**config.mk**
```make
export PLATFORM = sky130hd
export DESIGN_NAME = mult_control
export DESIGN_NICKNAME = d
export VERILOG_FILES = /design/src/rtl/mult_pkg.sv /design/src/rtl/mult_iter_counter.sv /design/src/rtl/mult_control.sv
export SDC_FILE = /design/constraint.sdc
export NUM_CORES = 1
export LEC_CHECK = 0
export CAP_MARGIN = 10
export CORE_AREA = 4 4 41 43
export CTS_CLUSTER_DIAMETER = 100
export CTS_CLUSTER_SIZE = 40
export DETAILED_ROUTE_END_ITERATION = 12
export DIE_AREA = 0 0 45 47
export HOLD_SLACK_MARGIN = 0.02
export REMOVE_ABC_BUFFERS = 1
export SETUP_SLACK_MARGIN = 0.15
export SLEW_MARGIN = 10
export SYNTH_ARGS = -nofsm -noshare
export SYNTH_HDL_FRONTEND = slang
export SYNTH_SLANG_ARGS = --single-unit
```
**constraint.sdc**
```tcl
create_clock -name Clk -period 1.6 [get_ports Clk]
set_input_delay 0.16 -clock Clk [delete_from_list [all_inputs] [get_ports Clk]]
set_output_delay 0.16 -clock Clk [all_outputs]
set_load 0.02 [all_outputs]
```
**src/rtl/mult_pkg.sv**
```systemverilog
// Shared types and constants for the signed shift-add multiplier
// (sequencer and datapath).
package mult_pkg;

  localparam int MULT_WIDTH = 8;

  typedef enum logic [2:0] {
    IDLE,
    CLR,
    ADD,
    SHIFT,
    HOLD
  } mult_state_t;

endpackage

```
**src/rtl/mult_iter_counter.sv**
```systemverilog
// Iteration counter for the multiplier sequencer.
// It clears synchronously, increments on enable, and saturates at WIDTH-1.
module mult_iter_counter #(
  parameter int WIDTH = 8,
  parameter int CW    = $clog2(WIDTH)
) (
  input  logic          clk,
  input  logic          rst,
  input  logic          clr,
  input  logic          inc,
  output logic [CW-1:0] cnt,
  output logic          tc
);

  localparam logic [CW-1:0] LAST = CW'(WIDTH - 1);

  assign tc = (cnt == LAST);

  // Saturating instead of wrapping keeps Iter meaningful in HOLD for debug.
  always_ff @(posedge clk) begin
    if (rst) begin
      cnt <= '0;
    end else if (clr) begin
      cnt <= '0;
    end else if (inc && !tc) begin
      cnt <= cnt + CW'(1);
    end
  end

endmodule

```
**src/rtl/mult_control.sv**
```systemverilog
// Sequencer for the 8-bit signed shift-add multiplier. It issues the clear,
// load, add/subtract and shift strobes for WIDTH iterations per Execute press.
module mult_control
  import mult_pkg::*;
#(
  parameter int WIDTH = MULT_WIDTH,
  parameter int CW    = $clog2(WIDTH)
) (
  input  logic          Clk,
  input  logic          Reset,
  input  logic          Execute,
  input  logic          ClearXA_LoadB,
  input  logic          M,
  output logic          Clr_XA,
  output logic          Ld_B,
  output logic          Ld_XA,
  output logic          Sub,
  output logic          Shift_En,
  output logic          Busy,
  output logic          Done,
  output logic [CW-1:0] Iter
);

  mult_state_t state;
  mult_state_t next_state;
  logic        last_iter;

  mult_iter_counter #(
    .WIDTH (WIDTH),
    .CW    (CW)
  ) u_iter (
    .clk (Clk),
    .rst (Reset),
    .clr (state == CLR),
    .inc (state == SHIFT),
    .cnt (Iter),
    .tc  (last_iter)
  );

  // Busy/Done are registered from next_state so that they line up with the state.
  always_ff @(posedge Clk) begin
    if (Reset) begin
      state <= IDLE;
      Busy  <= 1'b0;
      Done  <= 1'b0;
    end else begin
      state <= next_state;
      Busy  <= (next_state == CLR) || (next_state == ADD) || (next_state == SHIFT);
      Done  <= (next_state == HOLD);
    end
  end

  always_comb begin
    next_state = state;
    Clr_XA     = 1'b0;
    Ld_B       = 1'b0;
    Ld_XA      = 1'b0;
    Sub        = 1'b0;
    Shift_En   = 1'b0;
    case (state)
      IDLE: begin
        // Execute has priority over a simultaneous clear/load request.
        if (Execute) begin
          next_state = CLR;
        end else if (ClearXA_LoadB) begin
          Clr_XA = 1'b1;
          Ld_B   = 1'b1;
        end
      end
      CLR: begin
        Clr_XA     = 1'b1;
        next_state = ADD;
      end
      ADD: begin
        // The final multiplier bit carries negative weight (two's complement).
        Ld_XA      = M;
        Sub        = last_iter & M;
        next_state = SHIFT;
      end
      SHIFT: begin
        Shift_En   = 1'b1;
        next_state = last_iter ? HOLD : ADD;
      end
      HOLD: begin
        if (!Execute) begin
          next_state = IDLE;
        end
      end
      default: next_state = IDLE;
    endcase
  end

endmodule

```
=== After elaboration in Yosys (flattened, before gate mapping) ===
Cells that the tools add are included.

* Register bits: 8
* Input port bits: 5
* Output and inout bits: 10
* Word-level logic and storage cells: 32

* Add/subtract/negate cells: 1
* Equal/unequal tests: 9
* Multiplexer cells: 11
* Bitwise gates (word level): 1
* Reductions and logical operators: 6

{| class="wikitable"
|+ Operators by type and width
! operator !! count
|-
| $pmux 3 s5 || 1
|-
| $eq 3x2->1 const B || 4
|-
| $eq 3x3->1 const B || 3
|-
| $mux 3 || 3
|-
| $eq 3x1->1 const B || 2
|-
| $mux 1 || 6
|-
| $add 3x1->3 const B || 1
|-
| $logic_not 3->1 || 1
|-
| $logic_or 1x1->1 || 2
|-
| $pmux 1 s2 || 1
|-
| $reduce_or 2->1 || 1
|-
| $and 1x1->1 || 1
|-
| $logic_and 1x1->1 || 1
|-
| $logic_not 1->1 || 1
|}

=== Logic depth before layout (Yosys ltp) ===
* Depth after elaboration: 6
* Mapped depth: 5
* Mapped depth without buffers: 5

=== By module ===
Synthesis repeated with hierarchy kept, for this count alone.

* Cells, all modules: 39
* Area, all modules: 386.6 um^2

{| class="wikitable"
|+ By module, submodules not included
! module !! instances !! cells each !! area each (um^2) !! sequential area each (um^2)
|-
| mult_control || 1 || 27 || 244.0 || 100.1
|-
| mult_iter_counter || 1 || 12 || 142.6 || 60.1
|}

=== Worst setup path before layout ===
OpenSTA, ideal clock, no wires.

* Path kind: register to register
* From: register u_iter.cnt[0]
* To: register u_iter.cnt[1]
* Setup time: 114 ps
* Arrival time: 1358 ps
* Data required time: 1486 ps
* Path slack: 128 ps
* Cell stages (with the launch flop): 6
* Path buffers: 0
* Clock period less this slack: 1472 ps
* Cells stage by stage: dfxtp_1 ha_1 ha_1 and4bb_4 mux2i_1 nor2_1

* Word-level cells in the longest chain between the ends: 3
* Elaborated cells on any way between the ends: 4
* Classes of those cells: 1 x add/sub; 1 x eq/ne; 2 x reduce/logical

{| class="wikitable"
|+ Ends and longest elaborated chain
! what !! RTL line !! RTL
|-
| start, declared || mult_iter_counter.sv:11 || <nowiki>output logic [CW-1:0] cnt,</nowiki>
|-
| start signal, assigned || mult_iter_counter.sv:26 || <nowiki>cnt <= cnt + CW'(1);</nowiki>
|-
| parallel branches: the longest is 3 deep, another holds $add 3x1->3 || -- ||
|}

Several ways; the timed one is not identified.
A chain may end at the register's enable or synchronous reset.

=== Worst setup path after layout ===
* From: register u_iter.cnt[0]
* To: output Sub

* Word-level cells in the longest chain between the ends: 3

{| class="wikitable"
|+ Ends and longest elaborated chain
! what !! RTL line !! RTL
|-
| $eq 3x3->1 || mult_iter_counter.sv:17 || <nowiki>assign tc = (cnt == LAST);</nowiki>
|-
| $and 1x1->1 || mult_control.sv:77 || <nowiki>Sub = last_iter & M;</nowiki>
|-
| $mux 1 || mult_control.sv:60 || <nowiki>case (state)</nowiki>
|-
| end, declared || mult_control.sv:17 || <nowiki>output logic Sub,</nowiki>
|}

Every way passes these cells.

==> results by stage <==
Finish:
- The number of filler instances in the final layout is roughly 150.
- Of the cells placed in the final design, the portion with a size suffix greater than 1 is 28.6%.
- The cell area after layout is approximately 570 µm².
- The repair_antennas step left the layout with diodes totalling 0.
- The layout overhead on the synthesized area is 48.4%.
- After the last flow step, the layout net total stands at between 70 and 80.

Placed design:
- At the end of routability-driven placement, the weighted congestion stood at 0.669.
- During placement, the flow inserted port buffers numbering 14.
- The standard cell area after detailed placement is around 570 µm².
- The wire-length estimate of the detail-placed layout is slightly above 600 µm.

Clock tree:
- The count of buffers added by post-CTS timing repair for setup is 0.
- CTS saw 8 sinks.
- Counting along the longest clock path gives a buffer depth of 2.
- In this run the number of H-tree levels came out at 1.
- The CTS tree is done.
- The clock buffer count from CTS is 3.
- The cts-stage hold buffer count is 0.
- The clock transition at the register clock pins on the worst setup and hold paths after CTS is around 60 ps.
- The root buffer cell is sky130_fd_sc_hd__clkbuf_4.
- At the later pin of the worst-skew pair, clock insertion delay measures about 250 ps.

STA:
- The setup TNS after final layout is 0 ps.
- The number of max-slew violations in the final report came to 0.
- The maximum frequency from static timing analysis is slightly above 700 MHz.
- The share of the cycle needed by the critical path after routing is between 80 and 90%.
- For the pin with the worst max-slew slack, the measured transition is about 230 ps.
- The time the worst path needs with I/O delays and setup is around 1400 ps.
- For the final database, setup skew stands at around 5.7 ps.
- Setup violations remaining at the end of the flow were counted as 0.
- The worst slew margin relative to its limit is 84.9%.
- The final-report hold violation count is 0.
- Setup repair after global routing could not meet its margin everywhere.

Pwr:
- The power density normalized to cell area is between 700 and 800 nW/µm².
- The total internal power is roughly 330 µW.
- Summed over all cells, the static leakage comes to ~0.27 nW.
- Across the VDD grid, the largest voltage drop is roughly 0.35 mV.
- The share of total power dissipated in the clock network is between 30% and 40%.
- In this run the power spent charging and discharging nets is roughly 110 µW.
- Of the total power, the share spent switching nets is around a quarter.
- The relative contribution of combinational cells to total power is about 19%.
- The share of total power dissipated in sequential elements is roughly 48%.
- The total design power is 444 µW.

Setup path:
- The largest individual stage delay along the critical path comes from the cell sky130_fd_sc_hd__dfxtp_1.
- The worst setup path is captured at an output port.
- For the worst setup path, the data required time is about 1400 ps.
- On the worst path, the slowest cell contributes a delay of around 320 ps.
- The critical path goes through ha_1 -> ha_2 -> and2_1 -> buf_4.
- The cell family contributing the most delay on the critical path is adder cells.
- By startpoint and endpoint, the worst setup path is classified as reg -> out.
- Along the worst path, the maximum fanout reaches 4.
- Data arrives at the worst endpoint at approximately 1200 ps.
- The count of buffer and inverter cells on the critical path is 1.
- The critical path launch point type is a flop.

Synth:
- Yosys attributes the largest share of cell area to sky130_fd_sc_hd__dfxtp_1, sky130_fd_sc_hd__nor2_1, sky130_fd_sc_hd__ha_1.
- The commonest cells after synthesis are sky130_fd_sc_hd__nor2_1, sky130_fd_sc_hd__dfxtp_1, sky130_fd_sc_hd__and3_1, sky130_fd_sc_hd__nor4_1.
- The count of yosys warnings during synthesis is 0.
- In this run, synthesis inferred 0 flip-flops with an integrated enable.
- A synthesized cell averages 9.18 µm².
- After synthesis, flip-flops and latches occupy 41.6% of the total area.
- Counting flops with an async set or reset pin after synthesis yields a share of 0%.
- The number of instances in the synthesized netlist is 42.
- The most common flop cell mapped by yosys is sky130_fd_sc_hd__dfxtp_1.
- In this run, distinct cell masters in the synthesized netlist total 18.
- The synthesized cell area is a little under 400 µm².
- The number of flip-flops and latches in the synthesized netlist is 8.
- The biggest area contributor in the post-synthesis netlist is sky130_fd_sc_hd__dfxtp_1.
- The share of synthesized area in the top cell type comes to around 42%.
- Yosys instantiated no cell more often than sky130_fd_sc_hd__nor2_1.

Route:
- The first-pass detailed-route iteration total is 3.
- The mean routed wirelength per cell is 10.1 µm.
- In this run, the number of DRC markers left after iteration 0 of detailed routing was 5.
- The routed via count is approximately 360.
- The final layout contains routed wiring with a total length of 789 µm.
- The detail route stage leaves a number of antenna-violating nets equal to 0.
- Using the TritonRoute via totals, the vias-per-cell ratio works out to around 4.6.
- After detailed routing, the number of remaining DRC violations is 0.

Floorplan:
- The effective utilization at floorplan is 29.6%.
- The overall die width is 45 µm.
- The vertical extent of the die is 47 µm.
- The core footprint is 1300 µm².
- The die covers about 2100 µm².
- The number of placement rows is 13.
- The I/O pin count is 15.

Global routing:
- For met2 alone, demand over resource in global routing was 12.1%.
- The number of global-route vias before repair came to ~330.
- met2 is the most crowded layer.
- Global routing used 8.79% of the available tracks across all layers.
- The number of antenna violations at the first check in global routing came to 0.
- The largest net degree at the start of global routing is 10.
- The met3 layer usage reported by global route is between 3 and 4%.
- The global route total overflow is 0.
- Global routing used a little under an eighth of the available met1 tracks.
- The wire length of the first global-routing pass is 1320 µm.

Min path:
- In this run the worst hold path is classified as reg -> reg.

Outcome:
- The flow ran to the end, and the final reports show no timing, DRC or antenna violations.

Flow run:
- Across the run, the number of max-cap violations was 0.
[cell families after synthesis]
logic type,count (synthesis),share of synthesized area (%)
flip-flops,8,41.6
XOR/XNOR,1,2.27
AO/OA/AOI/OAI,3,4.87
multiplexers,2,5.20
adder cells (fa/ha/maj),2,6.49
AND/OR/NAND/NOR,22,31.8
buffers and inverters,4,7.79
[worst reg2reg max path: stages, from the launching register on]
cell and delay [ps]:
sky130_fd_sc_hd__dfxtp_1 320, sky130_fd_sc_hd__ha_1 200, sky130_fd_sc_hd__ha_2 180, sky130_fd_sc_hd__and4bb_4 330, sky130_fd_sc_hd__mux2i_1 190, sky130_fd_sc_hd__nor2_1 50
[through the flow]
| step | util, % | hold slack [ps] | setup slack, ps | cells |
|---|---|---|---|---|
| 4_1_cts | 44.8 | 542 | 155 | 78 |
| 3_5_place_dp | 43.8 | 523 | -61.0 | 75 |
| 5_1_grt | 43.9 | 581 | 142 | 78 |
| 6_report | 43.9 | 537 | 199 | 78 |
| 3_3_place_gp | 43.8 | 514 | -54.5 | 75 |
| 2_1_floorplan | - | 232 | 128 | 39 |
[final cells by class]
class,instances,area [µm²],share of cell area (%)
timing repair buffer,21,169,29.5
multi-input combinational,30,198,34.6
sequential,8,160,28.0
tap,15,18.8,3.28
clock buffer,3,22.5,3.94
inverter,1,3.75,0.656
[worst paths after layout]
check	slack [ps]	from	cells past startpoint	to
max	200	u_iter.cnt[0]$_SDFFE_PP0P_	4	Sub
min	540	u_iter.cnt[1]$_SDFFE_PP0P_	2	u_iter.cnt[1]$_SDFFE_PP0P_
min reg2reg	540	u_iter.cnt[1]$_SDFFE_PP0P_	2	u_iter.cnt[1]$_SDFFE_PP0P_
max reg2reg	220	u_iter.cnt[0]$_SDFFE_PP0P_	5	u_iter.cnt[1]$_SDFFE_PP0P_
[power groups by stage]
| stage | clock network (mW) | registers (mW) | logic (mW) |
|---|---|---|---|
| 2_1_floorplan | 0 | 0.223 | 0.0307 |
| 3_3_place_gp | 0 | 0.215 | 0.0892 |
| 3_5_place_dp | 0 | 0.215 | 0.0897 |
| 4_1_cts | 0.160 | 0.211 | 0.0845 |
| 5_1_grt | 0.167 | 0.212 | 0.0899 |
| 6_report | 0.151 | 0.211 | 0.0820 |
[placed cells by master, fill, tap and decap left out, drive strengths merged]
cell,instances
clkdlybuf4s50,8
dlygate4sd2,1
nor4,3
nand2,1
and2,1
dfxtp,8
ha,2
and3,3
mux2i,2
a31oi,1
inv,1
a21o,1
and4b,1
and4bb,1
nor3,2
clkbuf,7
xnor2,1
nor2,10
buf,8
a21oi,1
[sequential cells by signal, summed over array words and instances, names as in the netlist]
name / cells
Busy: 1
Done: 1
state: 3
u_iter.cnt: 3
[layer usage]
metal | up-vias | share of wire [%]
met2 | 12 | 42
li1 | 189 | -
met5 | - | 0
met3 | 2 | 6.5
met4 | 0 | 0.51
met1 | 156 | 51
[timing repair]
action,in CTS,in global routing
pin swaps,0,1
cloned,0,0
endpoints found under the setup margin,6,7
gates resized for setup,10,10
Power figures use the tool's default switching activity.
